`config.mk`:
```
export PLATFORM = sky130hd
export DESIGN_NAME = note_scheduler_flat
export DESIGN_NICKNAME = d
export VERILOG_FILES = /design/src/rtl/note_scheduler_if.sv /design/src/rtl/note_scheduler.sv /design/src/flat_wrapper.sv
export SDC_FILE = /design/constraint.sdc
export NUM_CORES = 1
export LEC_CHECK = 0
export BUFFER_PORTS_ARGS = -buffer_cell sky130_fd_sc_hd__buf_2
export CORE_MARGIN = 2
export CORE_UTILIZATION = 42
export DETAILED_ROUTE_END_ITERATION = 12
export GPL_TIMING_DRIVEN = 0
export HOLD_SLACK_MARGIN = 0.15
export PLACE_DENSITY = 0.63
export SLEW_MARGIN = 0
export SYNTH_ARGS = -nofsm -noshare
export SYNTH_HDL_FRONTEND = slang
export SYNTH_SLANG_ARGS = --single-unit
```
`constraint.sdc`:
```
create_clock -name clk -period 3.65 [get_ports clk]
set_input_delay 0.73 -clock clk [delete_from_list [all_inputs] [get_ports clk]]
set_output_delay 0.73 -clock clk [all_outputs]
set_load 0.02 [all_outputs]
```
`src/rtl/note_scheduler_if.sv`:
```
// Key-event bus between the PS/2 side, the octave decoder and the tone generator.
// The master drives bytes and controls; the slave returns the sounding-note state.
interface note_scheduler_if;
  logic [7:0] scancode;
  logic       scancode_valid;
  logic [1:0] mode;
  logic       all_off;
  logic [3:0] note;
  logic [1:0] octave;
  logic       gate;
  logic       note_change;

  modport master (
    output scancode, scancode_valid, mode, all_off,
    input  note, octave, gate, note_change
  );

  modport slave (
    input  scancode, scancode_valid, mode, all_off,
    output note, octave, gate, note_change
  );
endinterface

```
`src/rtl/note_scheduler.sv`:
```
// Make/break parser plus a last-note-priority stack of held keys.
// Outputs are registered and follow an event byte by one cycle.
module note_scheduler #(
  parameter int DEPTH = 4
) (
  input  logic             clk,
  input  logic             reset,
  note_scheduler_if.slave  bus
);
  localparam int CW = $clog2(DEPTH + 1);

  typedef enum logic [1:0] {IDLE, BRK, EXT, EXT_BRK} state_t;

  typedef struct packed {
    logic       hit;
    logic [3:0] note;
  } key_t;

  state_t                state;
  logic [DEPTH-1:0][3:0] stk, stk_n;
  logic [CW-1:0]         cnt, cnt_n;

  key_t       key;
  logic       take, press, rel, push, held, gate_n;
  int         held_idx;
  logic [3:0] note_n;
  logic [1:0] oct_n;

  function automatic key_t key_map(input logic [7:0] c);
    key_t k;
    k.hit = 1'b1;
    case (c)
      8'h1C:   k.note = 4'd0;
      8'h1D:   k.note = 4'd1;
      8'h1B:   k.note = 4'd2;
      8'h24:   k.note = 4'd3;
      8'h23:   k.note = 4'd4;
      8'h2B:   k.note = 4'd5;
      8'h2C:   k.note = 4'd6;
      8'h34:   k.note = 4'd7;
      8'h35:   k.note = 4'd8;
      8'h33:   k.note = 4'd9;
      8'h3C:   k.note = 4'd10;
      8'h3B:   k.note = 4'd11;
      8'h42:   k.note = 4'd12;
      default: begin k.hit = 1'b0; k.note = 4'd0; end
    endcase
    return k;
  endfunction

  always_comb begin
    key   = key_map(bus.scancode);
    // all_off swallows a coincident byte entirely
    take  = bus.scancode_valid && !bus.all_off;
    press = take && (state == IDLE) && key.hit;
    rel   = take && (state == BRK)  && key.hit;

    held     = 1'b0;
    held_idx = 0;
    for (int i = 0; i < DEPTH; i++) begin
      if (!held && (i < int'(cnt)) && (stk[i] == key.note)) begin
        held     = 1'b1;
        held_idx = i;
      end
    end

    stk_n = stk;
    cnt_n = cnt;
    push  = 1'b0;
    if (bus.all_off) begin
      cnt_n = '0;
    end else if (press && !held) begin
      push = 1'b1;
      if (int'(cnt) == DEPTH) begin
        // full: oldest entry falls off the bottom
        for (int i = 0; i < DEPTH - 1; i++) stk_n[i] = stk[i+1];
        stk_n[DEPTH-1] = key.note;
      end else begin
        for (int i = 0; i < DEPTH; i++)
          if (i == int'(cnt)) stk_n[i] = key.note;
        cnt_n = cnt + 1'b1;
      end
    end else if (rel && held) begin
      for (int i = 0; i < DEPTH - 1; i++)
        if (i >= held_idx) stk_n[i] = stk[i+1];
      cnt_n = cnt - 1'b1;
    end

    // empty stack keeps the last sounding note
    note_n = bus.note;
    for (int i = 0; i < DEPTH; i++)
      if (i + 1 == int'(cnt_n)) note_n = stk_n[i];

    oct_n  = push ? ((bus.mode == 2'd0) ? 2'd1 : bus.mode) : bus.octave;
    gate_n = (cnt_n != '0);
  end

  always_ff @(posedge clk or posedge reset) begin
    if (reset) begin
      state           <= IDLE;
      stk             <= '0;
      cnt             <= '0;
      bus.note        <= 4'd0;
      bus.octave      <= 2'd1;
      bus.gate        <= 1'b0;
      bus.note_change <= 1'b0;
    end else begin
      if (bus.all_off) begin
        state <= IDLE;
      end else if (bus.scancode_valid) begin
        case (state)
          IDLE:    state <= (bus.scancode == 8'hF0) ? BRK :
                            (bus.scancode == 8'hE0) ? EXT : IDLE;
          BRK:     state <= IDLE;
          EXT:     state <= (bus.scancode == 8'hF0) ? EXT_BRK : IDLE;
          EXT_BRK: state <= IDLE;
          default: state <= IDLE;
        endcase
      end
      stk             <= stk_n;
      cnt             <= cnt_n;
      bus.note        <= note_n;
      bus.octave      <= oct_n;
      bus.gate        <= gate_n;
      bus.note_change <= (note_n != bus.note) || (oct_n != bus.octave) ||
                         (gate_n != bus.gate);
    end
  end
endmodule

```
`src/flat_wrapper.sv`:
```
// flat-port wrapper written by rule: the top's interface ports become plain ports
module note_scheduler_flat 
#(
  parameter int DEPTH = 4
)
  (clk, reset, bus_scancode, bus_scancode_valid, bus_mode, bus_all_off, bus_note, bus_octave, bus_gate, bus_note_change);
  note_scheduler_if bus_i ();
  input  logic clk;
  input  logic reset;
  input wire logic [$bits(bus_i.scancode)-1:0] bus_scancode;
  input wire logic [$bits(bus_i.scancode_valid)-1:0] bus_scancode_valid;
  input wire logic [$bits(bus_i.mode)-1:0] bus_mode;
  input wire logic [$bits(bus_i.all_off)-1:0] bus_all_off;
  output wire logic [$bits(bus_i.note)-1:0] bus_note;
  output wire logic [$bits(bus_i.octave)-1:0] bus_octave;
  output wire logic [$bits(bus_i.gate)-1:0] bus_gate;
  output wire logic [$bits(bus_i.note_change)-1:0] bus_note_change;
  assign bus_i.scancode = bus_scancode;
  assign bus_i.scancode_valid = bus_scancode_valid;
  assign bus_i.mode = bus_mode;
  assign bus_i.all_off = bus_all_off;
  assign bus_note = bus_i.note;
  assign bus_octave = bus_i.octave;
  assign bus_gate = bus_i.gate;
  assign bus_note_change = bus_i.note_change;
  note_scheduler #(.DEPTH(DEPTH)) u_core (.clk(clk), .reset(reset), .bus(bus_i));
endmodule
```
==> flow_summary.yaml <==
route:
  routed_wl_um: 9870
  first_iter_violations: 326
  vias_per_cell: 6.20
  drc_errors: 0
  vias: 3236
  routedWlPerCell_um: 18.9
  ant_nets: 0
  dr.pass1.iters: 5
layout:
  layout-drive-gt1-share_pct: 32.4
  finalNetCount: 445
  seq_area_um2: 727
  antenna_cells: 0
  fin_util_pct: 57.7
  multi_input_comb_area_mm2: 0.00232
  area_delta_synth_final_pct: 32.2
  fillers: 612
sta:
  worst_slack_ps: -316
  setup_viol: 5
  skew_ps: 16.2
  tightest_slew_ps: 1150
  finalMaxSlewViolations: 0
  hold_ws_ps: 517
  layout_min_cycle_time_ps: 3970
  finalCritPeriodShare_pct: 109
  slew_headroom_pct: 23.5
  rsz0062_at_grt: "yes"
  fmax_ghz: 0.252
  hold_violations: 0
yosys:
  ys_seq_area_share_pct: 24.5
  yosysUniqueCellTypes: 72
  synth_edf_count: 0
  yosys-top-cells-area: "dfrtp_1, o21ai_0, nand2_1"
  yosysTopAreaCell: "dfrtp_1"
  synth_flop_cell: "dfrtp_1"
  synth_area_per_cell_um2: 8.01
  ys_async_sr_fraction_pct: 100
  syn-num-nets: 390
  syn_inst: 370
  synth_common_cells: "nand2_1, o21ai_0, nor2_1"
  yosys_warnings: 0
  netlist_area_mm2: 0.00296
  synth_top_area_share_pct: 23.6
  ys_seq_elements: 29
placement:
  io_buffers: 19
  dpl.hpwl_um: 6620
  pre_cts_slack_ps: -1030
  place_congestion: 0.925
global_route:
  antenna_found_initial: 0
  grt_usage_pct: 25.7
  grt_overflow: 0
  grt_pass1_wl_um: 15400
  grt_max_degree: 30
  grt_pass1_vias: 3067
pwr:
  comb_power_share_pct: 52.9
  p_sw_uw: 751
  p_total_uw: 1770
  pwr-share-seq_pct: 27.0
  leakage_uw: 0.00167
  power.internal_uw: 1020
  max-vdd-ir-drop_mv: 0.249
  power_density_mw_per_mm2: 452
  clkPwrFrac_pct: 20.1
  switching_share_pct: 42.4
setup_path:
  path_class: "primary input to flip-flop"
  required_ps: 3790
  path_cells: "buf_8 -> or4bb_4 -> and3b_2 -> nor2_4 -> xnor2_4 -> o22ai_4 -> buf_6 -> or4_4 -> buf_4 -> o32a_1 -> o21a_2 -> mux2i_4 -> xnor2_1 -> a2111oi_2 -> nand4b_1"
  reg2reg_from: "u_core.cnt[1]$_DFF_PP0_"
  cp-end-kind: "flip-flop"
  cp-start-kind: "primary input"
  critPathLaunch: "bus_scancode[6]"
  crit_arrival_ps: 4110
  cp_max_fo: 5
  max_stage_delay_ps: 570
  cpMaxStageDelayCell: "or4bb_4"
cts:
  cts_max_path_buffers: 2
  cts_tree: "yes"
  cts_sinks: 29
  clock_latency_ps: 290
  clkTransAtPathRegs_ps: 60
  htree_levels: 2
  cts_root_buf: "clkbuf_8"
  cts_made_buffers: 5
  cts_hold_buffers: 0
floorplanning:
  fp.dieH_um: 88.0
  boundaryPins: 22
  start_util_pct: 43.6
  fp.dieW_um: 88.0
  dieArea_mm2: 0.00775
  rows: 30
  core_area_mm2: 0.00679
run:
  maxCapViolCount: 0
worst_hold_path:
  worstHoldStart: "u_core.bus.octave[0]$_DFF_PP1_"
  hold_path.class: "flip-flop to flip-flop"
run_status:
  outcome: "finished, violations left"
  violations: "setup timing"
cell usage in the layout (no fill, tap or decap), types with 5 or more instances in the layout:
cell type | Yosys | routed
a21oi_1 | 19 | 15
buf_2 | 4 | 14
buf_4 | 1 | 29
buf_6 | 5 | 15
clkbuf_1 | 12 | 10
clkbuf_8 | 0 | 6
dfrtp_1 | 28 | 28
ha_1 | 6 | 6
inv_1 | 21 | 21
mux2i_1 | 12 | 12
nand2_1 | 36 | 35
nand3_1 | 6 | 6
nor2_1 | 29 | 20
nor2_4 | 0 | 7
nor2b_1 | 7 | 6
nor3_1 | 10 | 6
o211ai_1 | 10 | 10
o21ai_0 | 36 | 28
o21ai_1 | 2 | 6
o32a_1 | 5 | 5
or3_1 | 7 | 7
layer usage:
metal	track usage [%]	vias to the layer above	part of all wire, %
met4	10.3	0	3.0
li1	-	1497	-
met3	4.34	35	7.1
met2	42.9	170	47
met1	33.1	1534	42
met5	0	-	0
logic make-up (layout without fill, tap and decap cells):
kind of cell | after synthesis | count (layout) | share of synthesized area (%)
muxes | 17 | 17 | 6.33
DFF | 29 | 29 | 24.5
and+or+nand+nor | 143 | 143 | 26.8
xor gates and xnor gates | 12 | 12 | 4.43
adders and majority gates | 6 | 6 | 2.53
AOI/OAI and AO/OA | 119 | 119 | 28.1
buffers and inverters | 44 | 100 | 7.30
critical path: cells and delay by family:
| family | cells | cell delay, ps |
|---|---|---|
| buffers and inverters | 3 | 430 |
| XOR/XNOR | 2 | 350 |
| AND/OR/NAND/NOR | 5 | 1630 |
| AO/OA/AOI/OAI | 4 | 770 |
| multiplexers | 1 | 190 |
timing repair:
action,in CTS,in global routing
endpoints found under the setup margin,10,5
cloned,1,0
gates resized for setup,63,23
pin swaps,31,14
buffers inserted,29,6
sequential cells by signal, summed over array words and instances (netlist names):
name and flops:
u_core.cnt 3, u_core.bus.octave 2, u_core.state 2, u_core.bus.note 4, u_core.bus.note_change 1, u_core.stk 16
u_core.bus.gate 1
per-stage QoR:
stage	std cells	instance area (um2)	TNS [ps]
finish	522	3920	-670
global route	522	3920	-1140
CTS	517	3790	-449
detailed placement	485	3250	-7010
global placement	485	3250	-6770
floorplan	370	3030	-462
final cells by class:
class / count / area share (%)
tap: 96 / 3.07
buffer: 16 / 2.91
inverter: 22 / 2.30
sequential: 29 / 18.6
multi-input combinational: 297 / 59.3
clock inverter: 1 / 0.766
clock buffer: 7 / 2.20
timing repair buffer: 54 / 10.9
power by group through the flow:
stage | clock [uW] | sequential (uW) | combinational [uW]
finish | 355 | 478 | 938
floorplan | 0 | 499 | 494
CTS | 360 | 470 | 867
global route | 373 | 486 | 1010
detailed placement | 0 | 476 | 702
global placement | 0 | 473 | 698
final timing paths:
kind / end / slack (ps) / cells past startpoint
setup / recovery: u_core.bus.note_change$_DFF_PP0_ / -320 / 15
hold / removal: u_core.bus.octave[0]$_DFF_PP1_ / 520 / 2
setup reg to reg: u_core.bus.note_change$_DFF_PP0_ / -80 / 15
hold reg to reg: u_core.bus.octave[0]$_DFF_PP1_ / 520 / 2
max in group asynchronous: u_core.stk[1]$_DFF_PP0_ / 2220 / 2
min in group asynchronous: u_core.stk[12]$_DFF_PP0_ / 730 / 2
(Power assumes the default switching activity.)
